### config.mk
export PLATFORM = sky130hd
export DESIGN_NAME = apb3_master
export DESIGN_NICKNAME = d
export VERILOG_FILES = /design/src/rtl/apb3_master.sv
export SDC_FILE = /design/constraint.sdc
export NUM_CORES = 1
export LEC_CHECK = 0
export ABC_AREA = 1
export BUFFER_PORTS_ARGS = -buffer_cell sky130_fd_sc_hd__buf_4
export CAP_MARGIN = 0
export CELL_PAD_IN_SITES_DETAIL_PLACEMENT = 0
export CELL_PAD_IN_SITES_GLOBAL_PLACEMENT = 1
export CORE_MARGIN = 10
export CORE_UTILIZATION = 34
export CTS_CLUSTER_SIZE = 16
export DETAILED_ROUTE_END_ITERATION = 10
export PLACE_DENSITY = 0.79
export SKIP_LAST_GASP = 1
export SYNTH_ARGS = -nofsm -noshare
export SYNTH_HDL_FRONTEND = slang
export SYNTH_SLANG_ARGS = --single-unit
### constraint.sdc
create_clock -name PCLK -period 1.5 [get_ports PCLK]
set_input_delay 0.3 -clock PCLK [delete_from_list [all_inputs] [get_ports PCLK]]
set_output_delay 0.3 -clock PCLK [all_outputs]
set_load 0.005 [all_outputs]
### src/rtl/apb3_master.sv
// ---------------------------------------------------------------------------
// apb3_master
//
// APB3 initiator. Turns a command/response handshake from fabric logic into
// APB3 transfers, one at a time: a single SETUP cycle, then ACCESS until the
// slave raises PREADY or the stall timeout expires.
//
// Parameters
//   ADDR_WIDTH      width of PADDR / cmd_addr
//   DATA_WIDTH      width of PWDATA / PRDATA / command and response data
//   TIMEOUT_CYCLES  consecutive PREADY-low ACCESS cycles before the transfer
//                   is forcibly ended (0 = never time out)
//
// Ports
//   PCLK, PRESETN   clock (rising edge) and async active-low reset
//   cmd_valid/ready command handshake; ready only in IDLE
//   cmd_write       1 = write, 0 = read
//   cmd_addr        target address
//   cmd_wdata       write data (ignored for reads)
//   rsp_valid       one-cycle completion pulse
//   rsp_rdata       read data (0 for writes and timeouts)
//   rsp_err         PSLVERR sampled high, or timeout
//   rsp_timeout     transfer ended by the timeout
//   busy            high in SETUP or ACCESS
//   PSEL..PSLVERR   APB3 master-side bus signals
// ---------------------------------------------------------------------------
module apb3_master #(
    parameter int ADDR_WIDTH     = 8,
    parameter int DATA_WIDTH     = 32,
    parameter int TIMEOUT_CYCLES = 255
) (
    input  logic                  PCLK,
    input  logic                  PRESETN,
    // command side
    input  logic                  cmd_valid,
    output logic                  cmd_ready,
    input  logic                  cmd_write,
    input  logic [ADDR_WIDTH-1:0] cmd_addr,
    input  logic [DATA_WIDTH-1:0] cmd_wdata,
    // response side
    output logic                  rsp_valid,
    output logic [DATA_WIDTH-1:0] rsp_rdata,
    output logic                  rsp_err,
    output logic                  rsp_timeout,
    output logic                  busy,
    // APB3 bus
    output logic                  PSEL,
    output logic                  PENABLE,
    output logic                  PWRITE,
    output logic [ADDR_WIDTH-1:0] PADDR,
    output logic [DATA_WIDTH-1:0] PWDATA,
    input  logic [DATA_WIDTH-1:0] PRDATA,
    input  logic                  PREADY,
    input  logic                  PSLVERR
);

    // The counter holds the number of PREADY-low ACCESS cycles already
    // completed, so the transfer expires in the ACCESS cycle where the count
    // equals TIMEOUT_CYCLES-1 and PREADY is still low.
    localparam int CNT_W = (TIMEOUT_CYCLES > 1) ? $clog2(TIMEOUT_CYCLES) : 1;
    localparam logic [CNT_W-1:0] LAST_WAIT =
        (TIMEOUT_CYCLES > 0) ? CNT_W'(TIMEOUT_CYCLES - 1) : '0;
    localparam bit TIMEOUT_EN = (TIMEOUT_CYCLES != 0);

    typedef enum logic [1:0] {
        ST_IDLE,
        ST_SETUP,
        ST_ACCESS
    } state_t;

    state_t                r_state;
    logic                  r_psel;
    logic                  r_penable;
    logic                  r_pwrite;
    logic [ADDR_WIDTH-1:0] r_paddr;
    logic [DATA_WIDTH-1:0] r_pwdata;
    logic                  r_rsp_valid;
    logic [DATA_WIDTH-1:0] r_rsp_rdata;
    logic                  r_rsp_err;
    logic                  r_rsp_timeout;
    logic                  r_busy;
    logic [CNT_W-1:0]      r_wait_cnt;

    // NOTE: every register here, bus outputs included, sits on the async
    // reset so PSEL/PENABLE drop the moment PRESETN falls, not at the next edge.
    always_ff @(posedge PCLK or negedge PRESETN) begin
        if (!PRESETN) begin
            r_state       <= ST_IDLE;
            r_psel        <= 1'b0;
            r_penable     <= 1'b0;
            r_pwrite      <= 1'b0;
            r_paddr       <= '0;
            r_pwdata      <= '0;
            r_rsp_valid   <= 1'b0;
            r_rsp_rdata   <= '0;
            r_rsp_err     <= 1'b0;
            r_rsp_timeout <= 1'b0;
            r_busy        <= 1'b0;
            r_wait_cnt    <= '0;
        end else begin
            // NOTE: non-blocking assignments throughout, so every branch below
            // sees the pre-edge register values regardless of statement order.
            r_rsp_valid <= 1'b0;
            unique case (r_state)
                ST_IDLE: begin
                    if (cmd_valid) begin
                        r_pwrite <= cmd_write;
                        r_paddr  <= cmd_addr;
                        // Reads leave PWDATA at the last written value.
                        if (cmd_write) begin
                            r_pwdata <= cmd_wdata;
                        end
                        r_psel     <= 1'b1;
                        r_penable  <= 1'b0;
                        r_busy     <= 1'b1;
                        r_wait_cnt <= '0;
                        r_state    <= ST_SETUP;
                    end
                end

                ST_SETUP: begin
                    r_penable <= 1'b1;
                    r_state   <= ST_ACCESS;
                end

                ST_ACCESS: begin
                    // PREADY is tested first so a completion in the expiry
                    // cycle is reported as a normal transfer.
                    if (PREADY) begin
                        r_psel        <= 1'b0;
                        r_penable     <= 1'b0;
                        r_busy        <= 1'b0;
                        r_rsp_valid   <= 1'b1;
                        r_rsp_rdata   <= r_pwrite ? '0 : PRDATA;
                        r_rsp_err     <= PSLVERR;
                        r_rsp_timeout <= 1'b0;
                        r_state       <= ST_IDLE;
                    end else if (TIMEOUT_EN && (r_wait_cnt == LAST_WAIT)) begin
                        r_psel        <= 1'b0;
                        r_penable     <= 1'b0;
                        r_busy        <= 1'b0;
                        r_rsp_valid   <= 1'b1;
                        r_rsp_rdata   <= '0;
                        r_rsp_err     <= 1'b1;
                        r_rsp_timeout <= 1'b1;
                        r_state       <= ST_IDLE;
                    end else if (TIMEOUT_EN) begin
                        r_wait_cnt <= r_wait_cnt + 1'b1;
                    end
                end

                default: begin
                    r_psel    <= 1'b0;
                    r_penable <= 1'b0;
                    r_busy    <= 1'b0;
                    r_state   <= ST_IDLE;
                end
            endcase
        end
    end

    // Ready depends on state alone, never on cmd_valid.
    assign cmd_ready   = (r_state == ST_IDLE);

    assign PSEL        = r_psel;
    assign PENABLE     = r_penable;
    assign PWRITE      = r_pwrite;
    assign PADDR       = r_paddr;
    assign PWDATA      = r_pwdata;
    assign rsp_valid   = r_rsp_valid;
    assign rsp_rdata   = r_rsp_rdata;
    assign rsp_err     = r_rsp_err;
    assign rsp_timeout = r_rsp_timeout;
    assign busy        = r_busy;

endmodule

==> results.json, run 1 <==
{
  "ys_ff_latch": 87,
  "post_cts_buffers": 0,
  "hold_end": "PADDR[6]$_DFFE_PN0N_",
  "synth_nets": 486,
  "cts_buffers": 9,
  "worstPathRequired_ns": 1.20,
  "skew_ns": 0.01397,
  "cellLeakagePower_nw": 2.855,
  "nets": 645,
  "n_antenna_cell": 0,
  "setup.worst_path.end_class": "output pin",
  "via_per_inst": 4.557,
  "worstPathArrival_ns": 1.10,
  "status": "finished, final reports clean",
  "avgSynthCellArea_um2": 8.971,
  "dr.pass1.iters": 4,
  "cp_top_family": "flip-flops",
  "syn2layout_area_growth_pct": 42.46,
  "timing.final.crit_period_ns": 1.404,
  "tritoncts": "built",
  "rsz0062_at_grt": "true",
  "wl_met3_um": 1279,
  "grt_usage": 0.1390,
  "rrSetupSlack_ns": 0.13,
  "start_util": 0.3512,
  "internal_power_w": 0.006147,
  "antenna_found_initial": 0,
  "remaining_drc_errors": 0,
  "hp-class": "primary input to flop",
  "wl_um": 10670,
  "whs_ns": 0.1356,
  "grt_max_degree": 88,
  "crit_buf_inv": 1,
  "slew_viol_final": 0,
  "drt-met1-wl_um": 4454,
  "maxCapViolCount": 0,
  "cp_max_fo": 4,
  "die-area_um2": 15250,
  "n_fill_cell": 1013,
  "cp_slowest_cell": "dfrtp_1",
  "swShare": 0.3561,
  "fp.dieH_um": 123.5,
  "peakVddDrop_uv": 833.7,
  "yosys_warnings": 0,
  "ys_seq_area_frac": 0.5977,
  "clock_path_buffers": 2,
  "critical_path.startpoint": "r_state[0]$_DFFE_PN0P_",
  "utilization": 0.5004,
  "hold_viol": 0,
  "rr_endpoint": "r_wait_cnt[4]$_DFFE_PN0P_",
  "drtIter0Drc": 213,
  "htreeDepth": 3,
  "core_area_um2": 10370,
  "gr-total-overflow": 0,
  "pwr-share-seq": 0.418,
  "rows": 37,
  "clk_latency_ns": 0.35,
  "die_w_um": 123.5,
  "timing.fmax_mhz": 712.4,
  "power_frac_clock": 0.174,
  "max-slew-margin-rel": 0.6738,
  "num_vias": 3217,
  "clk_transition_reported_paths_ns": 0.09,
  "synth_cells": 406,
  "synth_cell_types": 23,
  "io_buffer_count": 157,
  "hold_start": "cmd_addr[6]",
  "wl_met2_um": 4807,
  "top_layer_used": "met4",
  "io_pins": 158,
  "p_per_area_nw_per_um2": 1840,
  "grt_pass1_wl_um": 16960,
  "dp_hpwl_um": 7831,
  "tightest_slew_ns": 0.4893,
  "synth_top_area_share": 0.5977,
  "crit_path_start_kind": "flop",
  "fin_crit_sh": 0.9358,
  "netlist_area_um2": 3642,
  "reg2regPathDepth": 6,
  "timing.rr.start": "r_wait_cnt[1]$_DFFE_PN0P_",
  "synth_top_cell_by_area": "dfrtp_1",
  "worstSetupPathType": "flop to output pin",
  "drive_gt1_frac": 0.3509,
  "clockRootBuffer": "clkbuf_8",
  "wl_per_cell_um": 15.12,
  "p_switching_w": 0.003399,
  "ys_top_cells_by_area": "dfrtp_1 (60%), nand2_1 (18%), nand3_1 (9.8%)",
  "crit_chain": "nor2_4, buf_4",
  "setup_viol": 0,
  "gp_congestion": 0.7642,
  "clock_sinks": 87,
  "hold_depth": 3,
  "critical-path-max-stage-delay_ns": 0.46,
  "drtAntennaViolNets": 0,
  "p_comb_frac": 0.408,
  "grt_pass1_vias": 3353
}
## metal layers
metal	GRT usage	vias to the layer above
li1	-	1598
met1	0.1667	1497
met2	0.2114	111
met3	0.07201	11
met4	0.04585	0
met5	0	-
## registers in the layout, indices dropped and copies added, names as in the netlist
name / flops
r_state: 2
PADDR: 8
busy: 1
rsp_err: 1
rsp_valid: 1
r_wait_cnt: 8
PWRITE: 1
PWDATA: 32
rsp_timeout: 1
rsp_rdata: 32
## kinds of logic after synthesis
group           after synthesis  share of synthesized area
compound gates               10                    0.01374
xor+xnor                      2                   0.004810
fa+ha+maj                     2                   0.006869
buf+inv                      35                    0.05668
flops                        87                     0.5977
simple gates                270                     0.3202
## Yosys cell counts
| cell | n |
|---|---|
| inv_1 | 9 |
| a21oi_1 | 1 |
| nor2_1 | 11 |
| buf_2 | 4 |
| xnor2_1 | 1 |
| nand3_2 | 2 |
| nand3b_1 | 1 |
| nor2_2 | 1 |
| o21ai_0 | 2 |
| nand2_1 | 176 |
| nand2_2 | 3 |
| inv_2 | 3 |
| inv_4 | 1 |
| ha_1 | 2 |
| o21ai_1 | 7 |
| buf_6 | 7 |
| nor2_4 | 2 |
| nand3_1 | 71 |
| clkbuf_1 | 7 |
| dfrtp_1 | 87 |
| nand2_4 | 3 |
| buf_4 | 4 |
| xor2_1 | 1 |
## timing repair
item                                    CTS  global route
hold buffers                              1             0
hold endpoints to repair                 49             0
endpoints found under the setup margin    0            41
resized for setup                         0             3
## stage by stage
| step | total power, W | TNS (ns) | area, µm² | setup slack, ns | std cells |
|---|---|---|---|---|---|
| floorplan | 0.005622 | 0 | 3642 | 0.1511 | 406 |
| global placement | 0.007931 | 0 | 4976 | 0.1526 | 689 |
| detailed placement | 0.008027 | 0 | 4976 | 0.08350 | 689 |
| CTS | 0.009728 | 0 | 5181 | 0.04193 | 706 |
| global route | 0.01034 | -0.01902 | 5189 | -0.009665 | 706 |
| finish | 0.009546 | 0 | 5189 | 0.09628 | 706 |
## final cells by class
class	instances	area, µm²	share of cell area
flip-flops and latches	87	2177	0.4196
clock buffers	10	127.6	0.02460
inverters	13	56.30	0.01085
multi-input cells	284	1261	0.2431
repair buffers	170	1329	0.2561
well taps	136	170.2	0.03279
clock inverters	6	67.56	0.01302
## power by group through the flow
stage               clock network [W]  registers, W  logic [W]
floorplan                           0       0.00404    0.00158
global placement                    0       0.00399    0.00394
detailed placement                  0       0.00401    0.00401
CTS                           0.00172       0.00400    0.00401
global route                  0.00183       0.00413    0.00438
finish                        0.00166       0.00399    0.00389
## worst max path at each step
stage / cells after the start / end / slack (ns)
2_1_floorplan: 10 / rsp_rdata[10]$_DFFE_PN0P_ / 0.15
3_3_place_gp: 9 / rsp_rdata[8]$_DFFE_PN0P_ / 0.15
3_5_place_dp: 9 / rsp_rdata[25]$_DFFE_PN0P_ / 0.08
4_1_cts: 9 / rsp_rdata[25]$_DFFE_PN0P_ / 0.04
5_1_grt: 8 / r_wait_cnt[1]$_DFFE_PN0P_ / -0.01
6_report: 2 / cmd_ready / 0.1
## tightest hold or removal path, cell delays in order
cell	delay [ns]
buf_4	0.07
nand2_1	0.04
nand2_1	0.05
## layout by cell type, fill, tap and decap left out
master and n:
nand3_2 2, inv_1 9, nand2_1 176, dlygate4sd3_1 1, xnor2_1 1, nor2_1 10, inv_6 2, o21ai_0 2
nand2_4 3, inv_8 1, inv_2 3, buf_12 4, nand2_2 3, clkinvlp_4 2, ha_1 2, clkbuf_8 9
dfrtp_1 87, nand3b_1 1, nor2_2 2, nor2_4 2, clkbuf_1 1, clkinv_2 1, xor2_1 1, bufinv_16 1
a21oi_1 1, buf_4 165, o21ai_1 7, nand3_1 71
(Power assumes the default switching activity.)
==> run 2, diff against run 1 <==
--- a/config.mk
+++ b/config.mk
@@ -14,8 +14,9 @@
 export CORE_UTILIZATION = 34
 export CTS_CLUSTER_SIZE = 16
 export DETAILED_ROUTE_END_ITERATION = 10
-export PLACE_DENSITY = 0.79
+export PLACE_DENSITY = 0.87
 export SKIP_LAST_GASP = 1
+export SLEW_MARGIN = 25
 export SYNTH_ARGS = -nofsm -noshare
 export SYNTH_HDL_FRONTEND = slang
 export SYNTH_SLANG_ARGS = --single-unit
==> constraint.sdc (replaced) <==
create_clock -name PCLK -period 1.3 [get_ports PCLK]
set_input_delay 0.26 -clock PCLK [delete_from_list [all_inputs] [get_ports PCLK]]
set_output_delay 0.26 -clock PCLK [all_outputs]
set_load 0.005 [all_outputs]
==> run 2 against run 1 <==
The run now ends with setup timing left. Register-to-register slack worse by 0.20 ns. Sequential power increased by 15%. Core utilization increased by 3.0 points.
==> results.json, run 2 (synthesis results as in run 1) <==
{
  "status": "complete, but fails checks",
  "violations": "setup timing",
  "hold_start": "cmd_addr[7]",
  "setup_tns_ns": -1.731,
  "peakVddDrop_uv": 941.7,
  "hold_end": "PADDR[7]$_DFFE_PN0N_",
  "setup_viol": 37,
  "clk_transition_reported_paths_ns": 0.09,
  "timing.rr.start": "r_state[0]$_DFFE_PN0P_",
  "grt_pass1_vias": 3492,
  "rsz0062_at_grt": "true",
  "fp.dieH_um": 123.5,
  "maxCapViolCount": 0,
  "die_w_um": 123.5,
  "final_cells": 723,
  "n_antenna_cell": 0,
  "clock_path_buffers": 2,
  "post-place-cells": 695,
  "drtAntennaViolNets": 0,
  "core_area_um2": 10370,
  "grt_pass1_wl_um": 17660,
  "gp_congestion": 0.8159,
  "final_cell_mix": "nand2_1 (171), buf_4 (171), dfrtp_1 (86), nand3_1 (71), clkbuf_8 (11)",
  "setup_ws_ns": -0.06653,
  "worstPathRequired_ns": 1.54,
  "wl_per_cell_um": 15.68,
  "tightest_slew_ns": 0.4892,
  "grt_usage": 0.1459,
  "io_buffer_count": 157,
  "syn2layout_area_growth_pct": 51.01,
  "dr.pass1.iters": 5,
  "tritoncts": "built",
  "worstSetupPathType": "flop to flop",
  "clock_sinks": 87,
  "skew_ns": 0.01349,
  "clockRootBuffer": "clkbuf_8",
  "worstPathArrival_ns": 1.61,
  "place_area_um2": 5011,
  "num_vias": 3321,
  "htreeDepth": 3,
  "rrSetupSlack_ns": -0.07,
  "wl_um": 11340,
  "utilization": 0.5304,
  "gr-total-overflow": 0,
  "dp_hpwl_um": 8112,
  "crit_path_start_kind": "flop",
  "via_per_inst": 4.593,
  "hold_viol": 0,
  "reg2regPathDepth": 7,
  "die-area_um2": 15250,
  "fin_crit_sh": 1.051,
  "clk_latency_ns": 0.36,
  "hp-class": "primary input to flop",
  "cts_buffers": 9,
  "finalPower_w": 0.01186,
  "rows": 37,
  "timing.fmax_mhz": 731.8,
  "max-slew-margin-rel": 0.6738,
  "slew_viol_final": 0,
  "drive_gt1_frac": 0.3833,
  "io_pins": 158,
  "cp_max_fo": 32,
  "setup.worst_path.end_class": "flop",
  "post-route-cell-area_um2": 5500,
  "antenna_found_initial": 0,
  "start_util": 0.3512,
  "timing.final.crit_period_ns": 1.367,
  "p_per_area_nw_per_um2": 2157,
  "nets": 662,
  "remaining_drc_errors": 0,
  "hold_depth": 3,
  "drtIter0Drc": 149,
  "rr_endpoint": "rsp_rdata[10]$_DFFE_PN0P_",
  "cellLeakagePower_nw": 2.990,
  "grt_max_degree": 50
}
run 2: changes by cell type in the layout (fill, tap and decap cells not counted), sizes merged:
cell	change
bufinv	+1
clkinvlp	-1
clkbuf	+4
inv	-2
buf	+15
run 2: power breakdown:
part           switching (W)  internal, W
Combinational        0.00240      0.00269
Clock               0.000985      0.00120
Sequential          0.000711      0.00388
Total                0.00409      0.00777
run 2: metrics by stage:
stage | hold WS (ns) | worst slack [ns]
floorplan | -0.03559 | -0.006101
global placement | 0.2620 | 0.004167
detailed placement | 0.2665 | -0.03920
CTS | 0.08158 | -0.06448
global route | 0.08801 | -0.1685
finish | 0.1028 | -0.06653
run 2: area by class of cell:
type / instances / area [µm²]
inverters: 13 / 73.82
repair buffers: 187 / 1533
well taps: 136 / 170.2
fillers: 968 / 4870
clock buffers: 12 / 155.1
clock inverters: 4 / 76.32
multi-input cells: 284 / 1314
flip-flops and latches: 87 / 2178
run 2: critical path, stage by stage (launching register included):
cell and delay (ns):
dfrtp_2 0.43, buf_4 0.16, nor2_4 0.17, nand3_2 0.16, nand2_4 0.13, inv_8 0.09
nand2_1 0.07, nand2_1 0.05
run 2: routing by layer:
layer,share of wire,track usage
met2,0.47,0.2274
met3,0.12,0.08295
met4,0.015,0.04512
met5,0,0
met1,0.40,0.1672
run 2: what timing repair did:
action                                 CTS  global route
gates cloned                             1             3
hold buffers                             1             0
setup endpoints to repair               42            78
setup buffers                            5             2
endpoints found under the hold margin   87             0
gates resized for setup                 11            21
pin swaps                                2             2
run 2: how the worst max path moves through the flow:
stage | end | slack (ns) | from
finish | rsp_rdata[10]$_DFFE_PN0P_ | -0.07 | r_state[0]$_DFFE_PN0P_
global route | rsp_rdata[9]$_DFFE_PN0P_ | -0.17 | r_wait_cnt[0]$_DFFE_PN0P_
CTS | cmd_ready | -0.06 | r_state[0]$_DFFE_PN0P_
detailed placement | rsp_rdata[9]$_DFFE_PN0P_ | -0.04 | r_wait_cnt[0]$_DFFE_PN0P_
global placement | rsp_rdata[7]$_DFFE_PN0P_ | 0.004 | r_wait_cnt[0]$_DFFE_PN0P_
floorplan | rsp_rdata[10]$_DFFE_PN0P_ | -0.006 | r_wait_cnt[0]$_DFFE_PN0P_
